## src/rtl/alu_rs.sv

```systemverilog
// Reservation station feeding the combinational ALU: holds dispatched ALU ops until both
// operands arrive from the ALU/LSB result buses, then issues the lowest-index ready entry.
module alu_rs #(
    parameter int RS_SIZE   = 8,
    parameter int ROB_WIDTH = 4
) (
    input  logic                 clk_in,
    input  logic                 rst_in,
    input  logic                 rdy_in,
    input  logic                 flush_in,

    input  logic                 disp_valid,
    input  logic [4:0]           disp_alu_op,
    input  logic [31:0]          disp_vj,
    input  logic [31:0]          disp_vk,
    input  logic                 disp_qj_valid,
    input  logic                 disp_qk_valid,
    input  logic [ROB_WIDTH-1:0] disp_qj,
    input  logic [ROB_WIDTH-1:0] disp_qk,
    input  logic [31:0]          disp_addr,
    input  logic                 disp_inst_length,
    input  logic [ROB_WIDTH-1:0] disp_dest,
    output logic                 rs_full,

    input  logic                 cdb_alu_valid,
    input  logic [ROB_WIDTH-1:0] cdb_alu_tag,
    input  logic [31:0]          cdb_alu_value,
    input  logic                 cdb_lsb_valid,
    input  logic [ROB_WIDTH-1:0] cdb_lsb_tag,
    input  logic [31:0]          cdb_lsb_value,

    output logic                 alu_valid,
    output logic [31:0]          alu_op1,
    output logic [31:0]          alu_op2,
    output logic [31:0]          alu_addr,
    output logic [4:0]           alu_op,
    output logic                 alu_inst_length,
    output logic [ROB_WIDTH-1:0] alu_dest
);

    localparam int IDX_W = (RS_SIZE > 1) ? $clog2(RS_SIZE) : 1;

    // Per-entry state; flags are packed vectors, wide fields are unpacked arrays.
    logic [RS_SIZE-1:0]   busy_q, busy_d;
    logic [RS_SIZE-1:0]   qj_valid_q, qj_valid_d;
    logic [RS_SIZE-1:0]   qk_valid_q, qk_valid_d;
    logic [RS_SIZE-1:0]   len_q, len_d;
    logic [4:0]           op_q   [RS_SIZE];
    logic [4:0]           op_d   [RS_SIZE];
    logic [31:0]          vj_q   [RS_SIZE];
    logic [31:0]          vj_d   [RS_SIZE];
    logic [31:0]          vk_q   [RS_SIZE];
    logic [31:0]          vk_d   [RS_SIZE];
    logic [ROB_WIDTH-1:0] qj_q   [RS_SIZE];
    logic [ROB_WIDTH-1:0] qj_d   [RS_SIZE];
    logic [ROB_WIDTH-1:0] qk_q   [RS_SIZE];
    logic [ROB_WIDTH-1:0] qk_d   [RS_SIZE];
    logic [31:0]          addr_q [RS_SIZE];
    logic [31:0]          addr_d [RS_SIZE];
    logic [ROB_WIDTH-1:0] dest_q [RS_SIZE];
    logic [ROB_WIDTH-1:0] dest_d [RS_SIZE];

    logic                 alu_valid_q, alu_valid_d;
    logic [31:0]          alu_op1_q, alu_op1_d;
    logic [31:0]          alu_op2_q, alu_op2_d;
    logic [31:0]          alu_addr_q, alu_addr_d;
    logic [4:0]           alu_op_q, alu_op_d;
    logic                 alu_len_q, alu_len_d;
    logic [ROB_WIDTH-1:0] alu_dest_q, alu_dest_d;

    logic [RS_SIZE-1:0]   ready_vec;
    logic                 issue_found;
    logic [IDX_W-1:0]     issue_idx;
    logic                 free_found;
    logic [IDX_W-1:0]     free_idx;
    logic                 accept;

    logic                 new_qj_valid, new_qk_valid;
    logic [31:0]          new_vj, new_vk;

    assign ready_vec = busy_q & ~qj_valid_q & ~qk_valid_q;
    assign rs_full   = &busy_q;
    assign accept    = disp_valid & ~rs_full;

    // Lowest-index priority encoders; scanning downward leaves the smallest hit.
    always_comb begin
        issue_found = 1'b0;
        issue_idx   = '0;
        free_found  = 1'b0;
        free_idx    = '0;
        for (int i = RS_SIZE - 1; i >= 0; i--) begin
            if (ready_vec[i]) begin
                issue_found = 1'b1;
                issue_idx   = IDX_W'(i);
            end
            if (!busy_q[i]) begin
                free_found = 1'b1;
                free_idx   = IDX_W'(i);
            end
        end
    end

    // Same-cycle broadcast of a dispatching op's producer resolves it on entry.
    always_comb begin
        new_qj_valid = disp_qj_valid;
        new_vj       = disp_vj;
        if (disp_qj_valid) begin
            if (cdb_alu_valid && cdb_alu_tag == disp_qj) begin
                new_qj_valid = 1'b0;
                new_vj       = cdb_alu_value;
            end else if (cdb_lsb_valid && cdb_lsb_tag == disp_qj) begin
                new_qj_valid = 1'b0;
                new_vj       = cdb_lsb_value;
            end
        end
        new_qk_valid = disp_qk_valid;
        new_vk       = disp_vk;
        if (disp_qk_valid) begin
            if (cdb_alu_valid && cdb_alu_tag == disp_qk) begin
                new_qk_valid = 1'b0;
                new_vk       = cdb_alu_value;
            end else if (cdb_lsb_valid && cdb_lsb_tag == disp_qk) begin
                new_qk_valid = 1'b0;
                new_vk       = cdb_lsb_value;
            end
        end
    end

    // Entry next state: snoop, issue and dispatch touch disjoint concerns per entry.
    always_comb begin
        busy_d     = busy_q;
        qj_valid_d = qj_valid_q;
        qk_valid_d = qk_valid_q;
        len_d      = len_q;
        op_d       = op_q;
        vj_d       = vj_q;
        vk_d       = vk_q;
        qj_d       = qj_q;
        qk_d       = qk_q;
        addr_d     = addr_q;
        dest_d     = dest_q;

        if (flush_in) begin
            busy_d = '0;
        end else begin
            for (int i = 0; i < RS_SIZE; i++) begin
                if (busy_q[i] && qj_valid_q[i]) begin
                    if (cdb_alu_valid && cdb_alu_tag == qj_q[i]) begin
                        vj_d[i]       = cdb_alu_value;
                        qj_valid_d[i] = 1'b0;
                    end else if (cdb_lsb_valid && cdb_lsb_tag == qj_q[i]) begin
                        vj_d[i]       = cdb_lsb_value;
                        qj_valid_d[i] = 1'b0;
                    end
                end
                if (busy_q[i] && qk_valid_q[i]) begin
                    if (cdb_alu_valid && cdb_alu_tag == qk_q[i]) begin
                        vk_d[i]       = cdb_alu_value;
                        qk_valid_d[i] = 1'b0;
                    end else if (cdb_lsb_valid && cdb_lsb_tag == qk_q[i]) begin
                        vk_d[i]       = cdb_lsb_value;
                        qk_valid_d[i] = 1'b0;
                    end
                end
            end

            if (issue_found) begin
                busy_d[issue_idx] = 1'b0;
            end

            if (accept && free_found) begin
                busy_d[free_idx]     = 1'b1;
                op_d[free_idx]       = disp_alu_op;
                vj_d[free_idx]       = new_vj;
                vk_d[free_idx]       = new_vk;
                qj_valid_d[free_idx] = new_qj_valid;
                qk_valid_d[free_idx] = new_qk_valid;
                qj_d[free_idx]       = disp_qj;
                qk_d[free_idx]       = disp_qk;
                addr_d[free_idx]     = disp_addr;
                len_d[free_idx]      = disp_inst_length;
                dest_d[free_idx]     = disp_dest;
            end
        end
    end

    // Issue register: payload holds when nothing issues, only valid drops.
    always_comb begin
        alu_valid_d = issue_found & ~flush_in;
        alu_op1_d   = alu_op1_q;
        alu_op2_d   = alu_op2_q;
        alu_addr_d  = alu_addr_q;
        alu_op_d    = alu_op_q;
        alu_len_d   = alu_len_q;
        alu_dest_d  = alu_dest_q;
        if (issue_found && !flush_in) begin
            alu_op1_d  = vj_q[issue_idx];
            alu_op2_d  = vk_q[issue_idx];
            alu_addr_d = addr_q[issue_idx];
            alu_op_d   = op_q[issue_idx];
            alu_len_d  = len_q[issue_idx];
            alu_dest_d = dest_q[issue_idx];
        end
    end

    always_ff @(posedge clk_in) begin
        if (rst_in) begin
            busy_q      <= '0;
            qj_valid_q  <= '0;
            qk_valid_q  <= '0;
            alu_valid_q <= 1'b0;
            alu_op1_q   <= '0;
            alu_op2_q   <= '0;
            alu_addr_q  <= '0;
            alu_op_q    <= '0;
            alu_len_q   <= 1'b0;
            alu_dest_q  <= '0;
        end else if (rdy_in) begin
            busy_q      <= busy_d;
            qj_valid_q  <= qj_valid_d;
            qk_valid_q  <= qk_valid_d;
            len_q       <= len_d;
            op_q        <= op_d;
            vj_q        <= vj_d;
            vk_q        <= vk_d;
            qj_q        <= qj_d;
            qk_q        <= qk_d;
            addr_q      <= addr_d;
            dest_q      <= dest_d;
            alu_valid_q <= alu_valid_d;
            alu_op1_q   <= alu_op1_d;
            alu_op2_q   <= alu_op2_d;
            alu_addr_q  <= alu_addr_d;
            alu_op_q    <= alu_op_d;
            alu_len_q   <= alu_len_d;
            alu_dest_q  <= alu_dest_d;
        end
    end

    assign alu_valid       = alu_valid_q;
    assign alu_op1         = alu_op1_q;
    assign alu_op2         = alu_op2_q;
    assign alu_addr        = alu_addr_q;
    assign alu_op          = alu_op_q;
    assign alu_inst_length = alu_len_q;
    assign alu_dest        = alu_dest_q;

endmodule

```

## config.mk

```make
export PLATFORM = sky130hd
export DESIGN_NAME = alu_rs
export DESIGN_NICKNAME = d
export VERILOG_FILES = /design/src/rtl/alu_rs.sv
export SDC_FILE = /design/constraint.sdc
export NUM_CORES = 2
export LEC_CHECK = 0
export CAP_MARGIN = 10
export CORE_ASPECT_RATIO = 1.2
export CORE_UTILIZATION = 66
export CTS_BUF_LIST = sky130_fd_sc_hd__clkbuf_2 sky130_fd_sc_hd__clkbuf_4 sky130_fd_sc_hd__clkbuf_8
export CTS_CLUSTER_SIZE = 12
export DETAILED_ROUTE_END_ITERATION = 12
export MAX_ROUTING_LAYER = met4
export PLACE_DENSITY_LB_ADDON = 0.08
export SLEW_MARGIN = 20
export SYNTH_ARGS = -nofsm -noshare
export SYNTH_HDL_FRONTEND = slang
export SYNTH_SLANG_ARGS = --single-unit
```

## constraint.sdc

```tcl
create_clock -name clk_in -period 19.3 [get_ports clk_in]
set_input_delay 2.895 -clock clk_in [delete_from_list [all_inputs] [get_ports clk_in]]
set_output_delay 2.895 -clock clk_in [all_outputs]
set_load 0.005 [all_outputs]
```

==> flow_summary.rst <==
.. list-table::
   :header-rows: 1

   * - Metric
     - Value
   * - Achievable Freq
     - 157.1 MHz
   * - Amount of wire on met2 after detailed routing
     - 92.36 mm
   * - Leak
     - 24.18 nW
   * - Final weighted congestion in routability-driven placement
     - 0.9459
   * - Number of setup buffers added after CTS
     - 0
   * - Area growth from synthesis to final layout
     - 12.23%
   * - Via count of the first global-routing pass
     - 46106
   * - Number of distinct standard cells referenced by the synthesized netlist
     - 78
   * - Antenna-violating nets left
     - 0
   * - Worst R2R End
     - alu_addr[4]
   * - # hold bufs at CTS
     - 0
   * - Final routed DRC violation total
     - 0
   * - Part of the Yosys area used for sequential elements
     - 49.84%
   * - Met3 wire len
     - 25.55 mm
   * - Non-filler cells in the finished layout
     - 6314
   * - Final Hold Violating Endpoints
     - 0
   * - H-tree levels
     - 4
   * - Run status
     - finished, final reports clean
   * - Kind of end point of the critical path
     - flop
   * - Syn Inst Count
     - 4840
   * - Final setup fails
     - 0
   * - P_int
     - 3.714 mW
   * - Net Sw Power
     - 1.241 mW
   * - 1st-pass router iterations
     - 6
   * - Placed cells
     - 5977
   * - First-iteration detailed-routing DRC count
     - 6799
   * - Root buffer cell
     - clkbuf_8
   * - Switching Fraction
     - 25.05%
   * - # Max-Cap Violations
     - 0
   * - Worst Setup Path Type
     - input port to flop
   * - Max-slew violation count
     - 0
   * - Number of CTS-inserted buffers
     - 168
   * - Minimum setup slack among reg-to-reg paths
     - 14.85 ns
   * - Post-Syn Nets
     - 5035
   * - Worst Hold Class
     - flop to flop
   * - Placeable core region
     - 90530 sq um
   * - Total wire length after detailed routing
     - 206.2 mm
   * - Boundary pin count
     - 303
   * - Cell with the most instances on the worst path
     - buf_4
   * - Number of port buffers
     - 302
   * - Average size of a mapped cell
     - 12.44 sq um
   * - WL/cell
     - 32.65 um
   * - RSZ-0062 raised after global routing
     - false
   * - Source-to-sink clock delay at the later pin of the worst-skew pair
     - 0.89 ns
   * - Number of buffers and inverters on the critical path
     - 6
   * - Synth warn
     - 0
   * - Source of the worst hold timing path
     - alu_valid
   * - Post-Syn Area
     - 60210 sq um
   * - Flip-flop and latch count after synthesis
     - 1043
   * - Clock group share of total power
     - 40.8%
   * - Fraction of synthesis flops using an asynchronous set or reset pin
     - 0%
   * - Tot GR Track Use
     - 45.23%
   * - Uppermost layer routed
     - met4
   * - Buffer depth of the longest clock path
     - 3
   * - Final period utilization
     - 32.97%
   * - Hold-critical path depth
     - 2
   * - Die width
     - 277.7 um
   * - Sink of the worst hold path
     - alu_valid
   * - Register area
     - 30010 sq um
   * - Clock net sink count
     - 1043
   * - First-pass GRT wire length
     - 299.3 mm
   * - Total Die Area
     - 92440 sq um
   * - Cell breakdown of the critical path
     - clkdlybuf4s50_1 -> nor2b_2 -> buf_4 -> nand2b_1 -> buf_4 -> inv_8 -> buf_12 -> buf_4
   * - Min Clock Period, post-route
     - 6.364 ns
   * - Fraction of final layout cells with drive strength greater than 1
     - 22.94%
   * - Initial cell density of the core
     - 66.50%
   * - Startpoint of the most critical register-to-register path
     - busy_q[0]
   * - Post-route met1 wirelength
     - 72.74 mm
   * - Maximum number of pins on one net before global-route repair
     - 172
   * - Via count normalized by instance count
     - 7.328
   * - Ys flop type
     - edfxtp_1
   * - Kind of cell with the highest combined delay on the critical path
     - buffers and inverters
   * - Area of combinational cells with multiple inputs
     - 28450 sq um
   * - Slowest Stage Delay on Critical Path
     - 0.92 ns
   * - Critical Path Fanout Max
     - 171
   * - Arrival time at the worst endpoint
     - 6.87 ns
   * - Clock transition at the register clock pins on the worst setup and hold paths after CTS
     - 0.06 ns
   * - Final setup skew
     - 0.03804 ns
   * - Count of standard-cell rows
     - 121
   * - Clock tree from TritonCTS
     - yes
   * - Power Density
     - 73.33 nW/um^2
   * - Part of the power in registers
     - 50.6%
   * - Worst setup SP type
     - input port
   * - Least-Margin Pin Slew
     - 1.256 ns
   * - Worst voltage drop across the vdd grid
     - 0.00007865 V
   * - Data required time at the worst endpoint
     - 19.80 ns
   * - Share of the core filled with cells in the final layout
     - 74.64%
   * - Master of the slowest instance on the critical path
     - buf_4
   * - Count of fill cells added during filler insertion
     - 6195
   * - Overall die height
     - 332.9 um
   * - Tightest slew margin relative to the limit
     - 15.78%
   * - Number of cells on the critical path
     - 8
   * - Sum of negative setup slack
     - 0 ns
   * - Nets@finish
     - 5175
   * - Number of synthesized flops with an enable pin
     - 912
   * - Vias
     - 46270
   * - Post_cts resized
     - 0
   * - Final global-route overflow total
     - 0
   * - Antenna violations before repair
     - 19
   * - Logic depth of the worst register-to-register path
     - 8
   * - HPWL after detailed placement
     - 114.6 mm
   * - Combinational share of power
     - 8.6%
stage by stage:
| step | power (mW) | area (sq um) | worst slack, ns | hold slack, ns |
|---|---|---|---|---|
| final | 4.955 | 67570 | 12.94 | 0.4862 |
| after global routing | 5.060 | 67560 | 12.77 | 0.5170 |
| after CTS | 4.936 | 67510 | 12.99 | 0.4801 |
| after detailed placement | 2.965 | 63990 | 12.08 | 0.4673 |
| after global placement | 2.955 | 63990 | 12.07 | 0.4667 |
| after floorplan | 2.794 | 60210 | 5.209 | 0.4658 |
cell families (layout without fill, tap and decap cells):
family | after synthesis | after routing | share of synthesized area, %
simple gates | 879 | 879 | 7.488
mux | 1489 | 1489 | 26.06
other cells | 0 | 19 | 0
buf+inv | 477 | 764 | 3.631
xor+xnor | 138 | 138 | 2.008
flops | 1043 | 1043 | 49.84
compound gates | 814 | 814 | 10.97
worst register-to-register path: stages (launching register included):
cell and delay, ns:
dfxtp_1 0.47, or3b_1 0.96, nand4_1 0.33, buf_4 0.48, a21oi_4 0.82, buf_4 0.69, nand2_1 0.16, a21o_1 0.19
a311oi_1 0.27
registers in the layout (all words and copies together) (netlist names), 40 cells and up:
register and flops:
vk_q 256, addr_q 256, op_q 40, vj_q 256
synthesized netlist by cell type (6+ instances only):
cell type    n  area share, %
a21o_1      41           0.51
o221ai_1    67           0.97
nor3_1      34           0.28
nand2b_1    31           0.32
a21oi_2      8           0.12
o221a_1     19           0.36
nand3_1     73           0.61
buf_4       29           0.36
mux2_1      77            1.4
or4_1       32           0.40
or3_1       21           0.22
and3_1     111            1.2
nor2_1     149           0.93
o2bb2ai_2   30           0.75
nor3b_1     11           0.14
xnor2_1     37           0.54
nor3_2      21           0.35
nand3b_1    11           0.14
a211oi_1    46           0.57
and2_1      42           0.44
mux2_2     551             10
nand2_1    290            1.8
a221oi_2    24           0.60
nor4_1       6          0.062
a221o_1     41           0.68
inv_1       15          0.094
nand4_1     13           0.14
o22ai_1     28           0.29
buf_2      126            1.0
clkbuf_1   259            1.6
a221oi_1    53           0.77
buf_1       32           0.20
dfxtp_1    131            4.4
a311oi_1    41           0.60
a221oi_4     8           0.35
o21ai_0    132            1.1
a31oi_1      9          0.094
a21oi_1    109           0.91
a2111oi_2   20           0.50
mux2i_1    861             14
xor2_1     101            1.5
edfxtp_1   912             45
buf_6       11           0.21
o21a_1       8           0.10
a22oi_1     98            1.2
power by group through the flow:
stage	combinational [mW]	clock (mW)	sequential, mW
floorplan	0.230	0	2.56
global placement	0.404	0	2.55
detailed placement	0.413	0	2.55
CTS	0.415	2.02	2.51
global route	0.443	2.11	2.51
finish	0.429	2.02	2.51
how the worst max path moves through the flow:
stage / from / endpoint
floorplan: rdy_in / vj_q[0]
global placement: rdy_in / vj_q[84]
detailed placement: rdy_in / vj_q[126]
CTS: rdy_in / vj_q[116]
global route: rdy_in / vj_q[107]
finish: rdy_in / vk_q[28]
metal layers:
layer	up-vias	global-route usage, %
met4	0	30.08
met1	22609	53.85
met2	3600	68.14
met5	-	-
met3	990	11.23
li1	19071	-
layout make-up:
cell class	instances	area share [%]
antenna	19	0.07036
clock buffer	257	4.559
clock inverter	60	0.6499
inverter	15	0.09444
multi-input combinational	3320	42.11
sequential	1043	44.41
tap	1168	2.163
timing repair buffer	432	5.944
cell usage in the layout (no fill, tap or decap), types with 102 or more instances in the layout:
cell / n
a21oi_1: 104
and3_1: 102
buf_4: 127
clkbuf_8: 185
clkdlybuf4s50_1: 298
dfxtp_1: 131
edfxtp_1: 912
mux2_2: 551
mux2i_1: 861
nand2_1: 285
nor2_1: 138
o21ai_0: 132
No activity file was read; power rests on OpenSTA's default activity.
